===== src/rtl/qam_mapper_pipe_if.sv =====
// Streaming sink/source bundle for the QAM mapper.
// Master drives the sink side and consumes the source side.
interface qam_mapper_pipe_if #(
  parameter int LANES         = 4,
  parameter int MOD_OUT_WIDTH = 8
);
  logic [LANES*6-1:0]               asi_in0_data;
  logic                             asi_in0_valid;
  logic                             asi_in0_ready;
  logic                             asi_in0_startofpacket;
  logic                             asi_in0_endofpacket;
  logic [LANES*2*MOD_OUT_WIDTH-1:0] aso_out0_data;
  logic                             aso_out0_valid;
  logic                             aso_out0_ready;
  logic                             aso_out0_startofpacket;
  logic                             aso_out0_endofpacket;
  logic                             aso_out0_error;

  modport master (
    output asi_in0_data,
    output asi_in0_valid,
    input  asi_in0_ready,
    output asi_in0_startofpacket,
    output asi_in0_endofpacket,
    input  aso_out0_data,
    input  aso_out0_valid,
    output aso_out0_ready,
    input  aso_out0_startofpacket,
    input  aso_out0_endofpacket,
    input  aso_out0_error
  );

  modport slave (
    input  asi_in0_data,
    input  asi_in0_valid,
    output asi_in0_ready,
    input  asi_in0_startofpacket,
    input  asi_in0_endofpacket,
    output aso_out0_data,
    output aso_out0_valid,
    input  aso_out0_ready,
    output aso_out0_startofpacket,
    output aso_out0_endofpacket,
    output aso_out0_error
  );
endinterface


===== src/rtl/qam_mapper_pipe.sv =====
// Two-stage Gray-coded 4/16/64-QAM mapper with packet-mode latching.
// S1 registers symbols and packet flags, S2 registers mapped I/Q.
module qam_mapper_pipe #(
  parameter int         LANES         = 4,
  parameter int         MOD_OUT_WIDTH = 8,
  parameter logic [1:0] RESET_MODE    = 2'b00
) (
  input  logic               clock_clk,
  input  logic               reset_reset,
  input  logic [1:0]         cfg_mode,
  qam_mapper_pipe_if.slave   bus,
  output logic [31:0]        stat_beat_count,
  output logic [15:0]        stat_err_count
);

  localparam int W  = MOD_OUT_WIDTH;
  localparam int SW = LANES * 6;
  localparam int DW = LANES * 2 * W;

  typedef enum logic {
    IDLE,
    IN_PKT
  } pkt_state_t;

  typedef struct packed {
    logic [SW-1:0] sym;
    logic [1:0]    mode;
    logic          sop;
    logic          eop;
    logic          err;
  } s1_t;

  typedef struct packed {
    logic [DW-1:0] data;
    logic          sop;
    logic          eop;
    logic          err;
  } s2_t;

  pkt_state_t    state;
  logic [1:0]    pmode;
  logic          v1;
  logic          v2;
  s1_t           s1_q;
  s2_t           s2_q;
  logic [DW-1:0] mapped;
  logic          ld1;
  logic          ld2;
  logic          acc;
  logic          cons;

  assign ld2  = !v2 || bus.aso_out0_ready;
  assign ld1  = !v1 || ld2;
  assign acc  = bus.asi_in0_valid && ld1;
  assign cons = v2 && bus.aso_out0_ready;

  assign bus.asi_in0_ready = ld1;

  // Gray field -> level ((L-1)-2g) scaled by 2^(W-1)/L.
  function automatic logic [W-1:0] axis_level(
    input logic [1:0] mode,
    input logic [2:0] f
  );
    logic [2:0] g;
    logic [3:0] lm1;
    logic [3:0] m;
    logic [W-1:0] ext;
    int sh;
    g   = '0;
    lm1 = '0;
    sh  = 0;
    unique case (mode)
      2'b00: begin
        g   = {2'b00, f[0]};
        lm1 = 4'd1;
        sh  = W - 2;
      end
      2'b01: begin
        g   = {1'b0, f[1], f[1] ^ f[0]};
        lm1 = 4'd3;
        sh  = W - 3;
      end
      2'b10: begin
        g   = {f[2], f[2] ^ f[1], f[2] ^ f[1] ^ f[0]};
        lm1 = 4'd7;
        sh  = W - 4;
      end
      default: begin
        g   = '0;
        lm1 = '0;
        sh  = 0;
      end
    endcase
    m   = lm1 - {g, 1'b0};
    ext = {{(W-4){m[3]}}, m};
    return ext << sh;
  endfunction

  // Low half of the symbol bits drives I, upper half drives Q.
  function automatic logic [2*W-1:0] lane_map(
    input logic [1:0] mode,
    input logic [5:0] s
  );
    logic [2:0] fi;
    logic [2:0] fq;
    fi = '0;
    fq = '0;
    unique case (mode)
      2'b00: begin
        fi = {2'b00, s[0]};
        fq = {2'b00, s[1]};
      end
      2'b01: begin
        fi = {1'b0, s[1:0]};
        fq = {1'b0, s[3:2]};
      end
      2'b10: begin
        fi = s[2:0];
        fq = s[5:3];
      end
      default: begin
        fi = '0;
        fq = '0;
      end
    endcase
    if (mode == 2'b11) begin
      return '0;
    end
    return {axis_level(mode, fi), axis_level(mode, fq)};
  endfunction

  // Packet FSM and stage 1 share the accept strobe.
  always_ff @(posedge clock_clk or posedge reset_reset) begin
    if (reset_reset) begin
      v1    <= 1'b0;
      s1_q  <= '0;
      state <= IDLE;
      pmode <= RESET_MODE;
    end else if (ld1) begin
      v1 <= bus.asi_in0_valid;
      if (acc) begin
        s1_q.sym <= bus.asi_in0_data;
        s1_q.sop <= bus.asi_in0_startofpacket;
        s1_q.eop <= bus.asi_in0_endofpacket;
        unique case (1'b1)
          bus.asi_in0_startofpacket: begin
            pmode     <= cfg_mode;
            s1_q.mode <= cfg_mode;
            s1_q.err  <= (cfg_mode == 2'b11);
            state     <= bus.asi_in0_endofpacket ? IDLE : IN_PKT;
          end
          (!bus.asi_in0_startofpacket && state == IN_PKT): begin
            s1_q.mode <= pmode;
            s1_q.err  <= (pmode == 2'b11);
            if (bus.asi_in0_endofpacket) begin
              state <= IDLE;
            end
          end
          (!bus.asi_in0_startofpacket && state == IDLE): begin
            s1_q.mode <= pmode;
            s1_q.err  <= 1'b1;
          end
          default: begin
            s1_q.mode <= pmode;
            s1_q.err  <= 1'b1;
          end
        endcase
      end
    end
  end

  always_comb begin
    mapped = '0;
    for (int i = 0; i < LANES; i++) begin
      mapped[i*2*W +: 2*W] = lane_map(s1_q.mode, s1_q.sym[i*6 +: 6]);
    end
  end

  always_ff @(posedge clock_clk or posedge reset_reset) begin
    if (reset_reset) begin
      v2   <= 1'b0;
      s2_q <= '0;
    end else if (ld2) begin
      v2 <= v1;
      if (v1) begin
        s2_q.data <= mapped;
        s2_q.sop  <= s1_q.sop;
        s2_q.eop  <= s1_q.eop;
        s2_q.err  <= s1_q.err;
      end
    end
  end

  assign bus.aso_out0_valid         = v2;
  assign bus.aso_out0_data          = s2_q.data;
  assign bus.aso_out0_startofpacket = s2_q.sop;
  assign bus.aso_out0_endofpacket   = s2_q.eop;
  assign bus.aso_out0_error         = s2_q.err;

  always_ff @(posedge clock_clk or posedge reset_reset) begin
    if (reset_reset) begin
      stat_beat_count <= '0;
      stat_err_count  <= '0;
    end else if (cons) begin
      stat_beat_count <= stat_beat_count + 32'd1;
      if (s2_q.err && stat_err_count != 16'hFFFF) begin
        stat_err_count <= stat_err_count + 16'd1;
      end
    end
  end

endmodule


===== src/flat_wrapper.sv =====
// flat-port wrapper written by rule: the top's interface ports become plain ports
module qam_mapper_pipe_flat 
#(
  parameter int         LANES         = 4,
  parameter int         MOD_OUT_WIDTH = 8,
  parameter logic [1:0] RESET_MODE    = 2'b00
)
  (clock_clk, reset_reset, cfg_mode, stat_beat_count, stat_err_count, bus_asi_in0_data, bus_asi_in0_valid, bus_asi_in0_ready, bus_asi_in0_startofpacket, bus_asi_in0_endofpacket, bus_aso_out0_data, bus_aso_out0_valid, bus_aso_out0_ready, bus_aso_out0_startofpacket, bus_aso_out0_endofpacket, bus_aso_out0_error);
  qam_mapper_pipe_if #(.LANES(LANES), .MOD_OUT_WIDTH(MOD_OUT_WIDTH)) bus_i ();
  input  logic clock_clk;
  input  logic reset_reset;
  input  logic [1:0] cfg_mode;
  output logic [31:0] stat_beat_count;
  output logic [15:0] stat_err_count;
  input wire logic [$bits(bus_i.asi_in0_data)-1:0] bus_asi_in0_data;
  input wire logic [$bits(bus_i.asi_in0_valid)-1:0] bus_asi_in0_valid;
  output wire logic [$bits(bus_i.asi_in0_ready)-1:0] bus_asi_in0_ready;
  input wire logic [$bits(bus_i.asi_in0_startofpacket)-1:0] bus_asi_in0_startofpacket;
  input wire logic [$bits(bus_i.asi_in0_endofpacket)-1:0] bus_asi_in0_endofpacket;
  output wire logic [$bits(bus_i.aso_out0_data)-1:0] bus_aso_out0_data;
  output wire logic [$bits(bus_i.aso_out0_valid)-1:0] bus_aso_out0_valid;
  input wire logic [$bits(bus_i.aso_out0_ready)-1:0] bus_aso_out0_ready;
  output wire logic [$bits(bus_i.aso_out0_startofpacket)-1:0] bus_aso_out0_startofpacket;
  output wire logic [$bits(bus_i.aso_out0_endofpacket)-1:0] bus_aso_out0_endofpacket;
  output wire logic [$bits(bus_i.aso_out0_error)-1:0] bus_aso_out0_error;
  assign bus_i.asi_in0_data = bus_asi_in0_data;
  assign bus_i.asi_in0_valid = bus_asi_in0_valid;
  assign bus_asi_in0_ready = bus_i.asi_in0_ready;
  assign bus_i.asi_in0_startofpacket = bus_asi_in0_startofpacket;
  assign bus_i.asi_in0_endofpacket = bus_asi_in0_endofpacket;
  assign bus_aso_out0_data = bus_i.aso_out0_data;
  assign bus_aso_out0_valid = bus_i.aso_out0_valid;
  assign bus_i.aso_out0_ready = bus_aso_out0_ready;
  assign bus_aso_out0_startofpacket = bus_i.aso_out0_startofpacket;
  assign bus_aso_out0_endofpacket = bus_i.aso_out0_endofpacket;
  assign bus_aso_out0_error = bus_i.aso_out0_error;
  qam_mapper_pipe #(.LANES(LANES), .MOD_OUT_WIDTH(MOD_OUT_WIDTH), .RESET_MODE(RESET_MODE)) u_core (.clock_clk(clock_clk), .reset_reset(reset_reset), .cfg_mode(cfg_mode), .bus(bus_i), .stat_beat_count(stat_beat_count), .stat_err_count(stat_err_count));
endmodule

===== config.mk =====
export PLATFORM = sky130hd
export DESIGN_NAME = qam_mapper_pipe_flat
export DESIGN_NICKNAME = d
export VERILOG_FILES = /design/src/rtl/qam_mapper_pipe_if.sv /design/src/rtl/qam_mapper_pipe.sv /design/src/flat_wrapper.sv
export SDC_FILE = /design/constraint.sdc
export NUM_CORES = 1
export LEC_CHECK = 0
export CAP_MARGIN = 10
export CORE_MARGIN = 10
export CORE_UTILIZATION = 35
export CTS_CLUSTER_SIZE = 10
export DETAILED_ROUTE_END_ITERATION = 12
export GPL_TIMING_DRIVEN = 0
export HOLD_SLACK_MARGIN = 0.03
export PLACE_DENSITY_LB_ADDON = 0.1
export SYNTH_ARGS = -nofsm -noshare
export SYNTH_HDL_FRONTEND = slang
export SYNTH_SLANG_ARGS = --single-unit

===== constraint.sdc =====
create_clock -name clock_clk -period 6.42 [get_ports clock_clk]
set_input_delay 1.284 -clock clock_clk [delete_from_list [all_inputs] [get_ports clock_clk]]
set_output_delay 1.284 -clock clock_clk [all_outputs]
set_load 0.1 [all_outputs]

==> results.cfg, run 1 <==
[floorplanning]
die_w_um = 166
fp.dieArea_um2 = 27600
rows = 53
coreArea_um2 = 21000
start_util_pct = 35.6
die_h_um = 166
boundaryPins = 149

[place]
gp_congestion = 0.895
portBuffers = 148
dpl.hpwl_um = 18000
post-place-ws_ns = 1.65

[setup_path]
endpoint_kind = primary output
cp_slowest_stage_delay_ns = 1.21
crit_path_start_kind = primary input
critical_path_depth = 3
worstSetupEndpoint = bus_asi_in0_ready
critPathMaxFanout = 8
reg2reg_from = u_core.s1_q[3]$_DFFE_PP0P_
crit_buf_inv = 2
cpMostUsedCell = clkdlybuf4s50_1
arrival_ns = 3.46
cp_cell_sequence = clkdlybuf4s50_1 -> nand3b_1 -> clkdlybuf4s50_1
crit_type = in2out
crit_path_top_delay_cell = clkdlybuf4s50_1
crit_start = bus_aso_out0_ready
cp_top_family = buffers and inverters
rr_worst_depth = 14
cp.required_ns = 5.14
timing.rr.end = u_core.bus.aso_out0_data[23]$_DFFE_PP0P_
worst-r2r-setup-slack_ns = 2.25

[power_and_ir_drop]
irDropWorstVdd_uv = 230
totalPowerFinal_mw = 4.83
p_leak_nw = 4.28
pwr_density_cell_nw_per_um2 = 486

[detailed_routing]
drc_errors = 0
postRouteAntennaNets = 0
wl_um = 23300
viasPerCell = 5.35
vias = 6323
wl_per_cell_um = 19.8
firstDrtPassIters = 5
first_iter_violations = 489

[synth]
synth-main-ff-cell = dfrtp_1
netlist_instances = 725
synth_nets = 782
async_flop_share_pct = 100
syn_area_um2 = 7480
syn_avg_cell_area_um2 = 10.3
synthTopCellsByArea = dfrtp_1, mux2_2, xnor2_1, o21ai_0, nand2_1
ys_seq_elements = 133
yosys_warnings = 0
synth.yosys.seq_area_share_pct = 44.5
yosysTopAreaCell = dfrtp_1
yosysTopAreaCellShare_pct = 44.5
synth_edf_count = 0
yosysUniqueCellTypes = 60

[clock_network]
numCtsBuffers = 17
postCtsSetupRepairBufs = 0
clock_latency_ns = 0.43
clock_path_buffers = 2
numClockSinks = 133
ctsHoldBuffers = 0
cts_tree = yes
root_buffer = clkbuf_16
clk_pin_slew_ns = 0.06
htree_levels = 4
cts-resized-gates = 0

[sta]
drv_slew = 0
rsz0062_at_grt = no
max_slew.worst_pin.slew_ns = 1.02
period_share_pct = 73.9
max_slew_margin_pct = 31.5
setup_ws_ns = 1.67
period_needed_ns = 4.75
timing_hold_violations_final = 0
setup_violations = 0
fin_skew_ns = 0.0142
fmax_mhz = 211

[cells_and_area]
drive_above_1_share_pct = 13.8
syn_to_final_growth_pct = 32.9
final_util_pct = 47.3
layout.nets = 950
antenna_cells = 0

[run]
max_cap_violations = 0

[global_routing]
grt.overflow.total = 0
grt_pass1_vias = 6534
grt_start_max_net_pins = 104
grt_pass1_wl_um = 37500
grt_antenna_before_repair = 0
grt_usage_pct = 16.8

[min_path]
hp-class = reg2reg

[outcome]
status = finished clean
## cell usage after synthesis, types with 6 or more instances
master / number
a31oi_1: 7
o21ai_0: 52
nor2b_1: 12
a21oi_1: 29
mux2_2: 41
dfrtp_1: 133
o211ai_1: 9
ha_1: 17
o311ai_0: 6
and4_1: 7
xor2_1: 17
inv_1: 20
o31a_1: 6
and3_1: 7
and2_1: 7
nand2b_1: 13
nor2_1: 22
fa_1: 8
a21o_1: 8
xnor2_1: 36
buf_4: 14
a32oi_1: 6
clkbuf_1: 19
nand4_1: 15
a22o_1: 14
buf_2: 19
nand2_1: 61
mux2i_1: 6
and3b_1: 8
o31ai_1: 6
nand3_1: 22
## cells by family (layout without fill, tap and decap cells)
kind of cell    after synthesis  in the layout  share of synthesized area, %
buf+inv                      74            255                          4.73
compound gates              193            193                          18.0
fa+ha+maj                    25             25                          4.99
xor+xnor                     53             53                          6.21
mux                          47             47                          6.98
flops                       133            133                          44.5
simple gates                200            200                          14.6
## metal layers
metal | share of wire (%) | track usage (%)
met5 | 0 | 0
met2 | 46 | 25.9
met1 | 46 | 22.4
met4 | 1.5 | 5.39
met3 | 6.5 | 4.35
## worst register-to-register path: cells and delay by family, from the launching register on
family	cells	cell delay [ns]
AOI/OAI and AO/OA	7	1.87
adders and majority gates	3	0.91
buffers and inverters	3	0.72
DFF	1	0.44
and+or+nand+nor	1	0.10
## registers in the layout, summed over array words and instances, names as in the netlist
signal and cells:
u_core.bus.aso_out0_data 50, u_core.bus.aso_out0_error 1, u_core.stat_beat_count 32, u_core.bus.aso_out0_endofpacket 1, u_core.bus.aso_out0_valid 1, u_core.stat_err_count 16
u_core.v1 1, u_core.bus.aso_out0_startofpacket 1, u_core.state 1, u_core.s1_q 29
## per-stage QoR
step	setup TNS [ns]	instance area, um2	cells	hold slack (ns)
4_1_cts	0	9940	1181	0.483
6_report	0	9940	1181	0.477
5_1_grt	0	9940	1181	0.511
3_5_place_dp	0	9340	1149	0.469
3_3_place_gp	-21.20	9300	1148	0.460
2_1_floorplan	0	7480	725	0.443
## area by class of cell
| cell class | count | area, um2 |
|---|---|---|
| repair buffers | 149 | 1510 |
| clock inverters | 14 | 164 |
| flip-flops and latches | 133 | 3330 |
| fillers | 1957 | 11100 |
| well taps | 275 | 344 |
| inverters | 20 | 80.1 |
| clock buffers | 18 | 439 |
| multi-input cells | 518 | 3800 |
| plain buffers | 54 | 279 |
## power breakdown
part           leakage [nW]  total, mW  switching, mW  internal, mW
clock                 0.292      0.999          0.407         0.593
combinational          2.27       2.66           1.94         0.721
sequential             1.72       1.17          0.156          1.01
## cell usage in the layout, fill, tap and decap left out, types with 7 or more instances in the layout
cell             synthesis  final
a21o_1                   8      8
a21oi_1                 29     29
a22o_1                  14     14
a31oi_1                  7      7
and2_1                   7      7
and3_1                   7      7
and3b_1                  8      8
and4_1                   7      7
buf_2                   19     19
buf_4                   14     14
clkbuf_1                19     19
clkbuf_16                0     17
clkdlybuf4s50_1          0    148
dfrtp_1                133    133
fa_1                     8      8
ha_1                    17     17
inv_1                   20     19
mux2_2                  41     41
nand2_1                 61     61
nand2b_1                13     13
nand3_1                 22     22
nand4_1                 15     15
nor2_1                  22     22
nor2b_1                 12     12
o211ai_1                 9      9
o21ai_0                 52     52
xnor2_1                 36     36
xor2_1                  17     17
## worst min path at each step
stage                                                      start                                endpoint  slack, ns  cells past startpoint
after floorplan                       u_core.s1_q[2]$_DFFE_PP0P_              u_core.s1_q[2]$_DFFE_PP0P_       0.44                      2
after global placement    u_core.stat_beat_count[31]$_DFFE_PP0P_  u_core.stat_beat_count[31]$_DFFE_PP0P_       0.46                      1
after detailed placement              u_core.s1_q[2]$_DFFE_PP0P_              u_core.s1_q[2]$_DFFE_PP0P_       0.47                      2
after CTS                 u_core.stat_beat_count[31]$_DFFE_PP0P_  u_core.stat_beat_count[31]$_DFFE_PP0P_       0.48                      1
after global routing                  u_core.s1_q[0]$_DFFE_PP0P_              u_core.s1_q[0]$_DFFE_PP0P_       0.51                      2
final                     u_core.stat_beat_count[31]$_DFFE_PP0P_  u_core.stat_beat_count[31]$_DFFE_PP0P_       0.48                      1
Power figures use the tool's default switching activity.
==> run 2, diff against run 1 <==
==> constraint.sdc (replaced) <==
create_clock -name clock_clk -period 4.9 [get_ports clock_clk]
set_input_delay 0.98 -clock clock_clk [delete_from_list [all_inputs] [get_ports clock_clk]]
set_output_delay 0.98 -clock clock_clk [all_outputs]
set_load 0.1 [all_outputs]
==> results of run 2 <==
The final DEF is identical to that of run 1. Status: finished clean.
Among the figures that moved: setup slack after placement 1.65 ns -> 0.734 ns; setup slack after layout 1.67 ns -> 0.728 ns; start point of the critical path bus_aso_out0_ready -> u_core.s1_q[3]$_DFFE_PP0P_; end point of the critical path bus_asi_in0_ready -> u_core.bus.aso_out0_data[23]$_DFFE_PP0P_; register-to-register setup slack 2.25 ns -> 0.73 ns; total power 4.83 mW -> 6.33 mW; worst IR drop on VDD 230 uV -> 301 uV
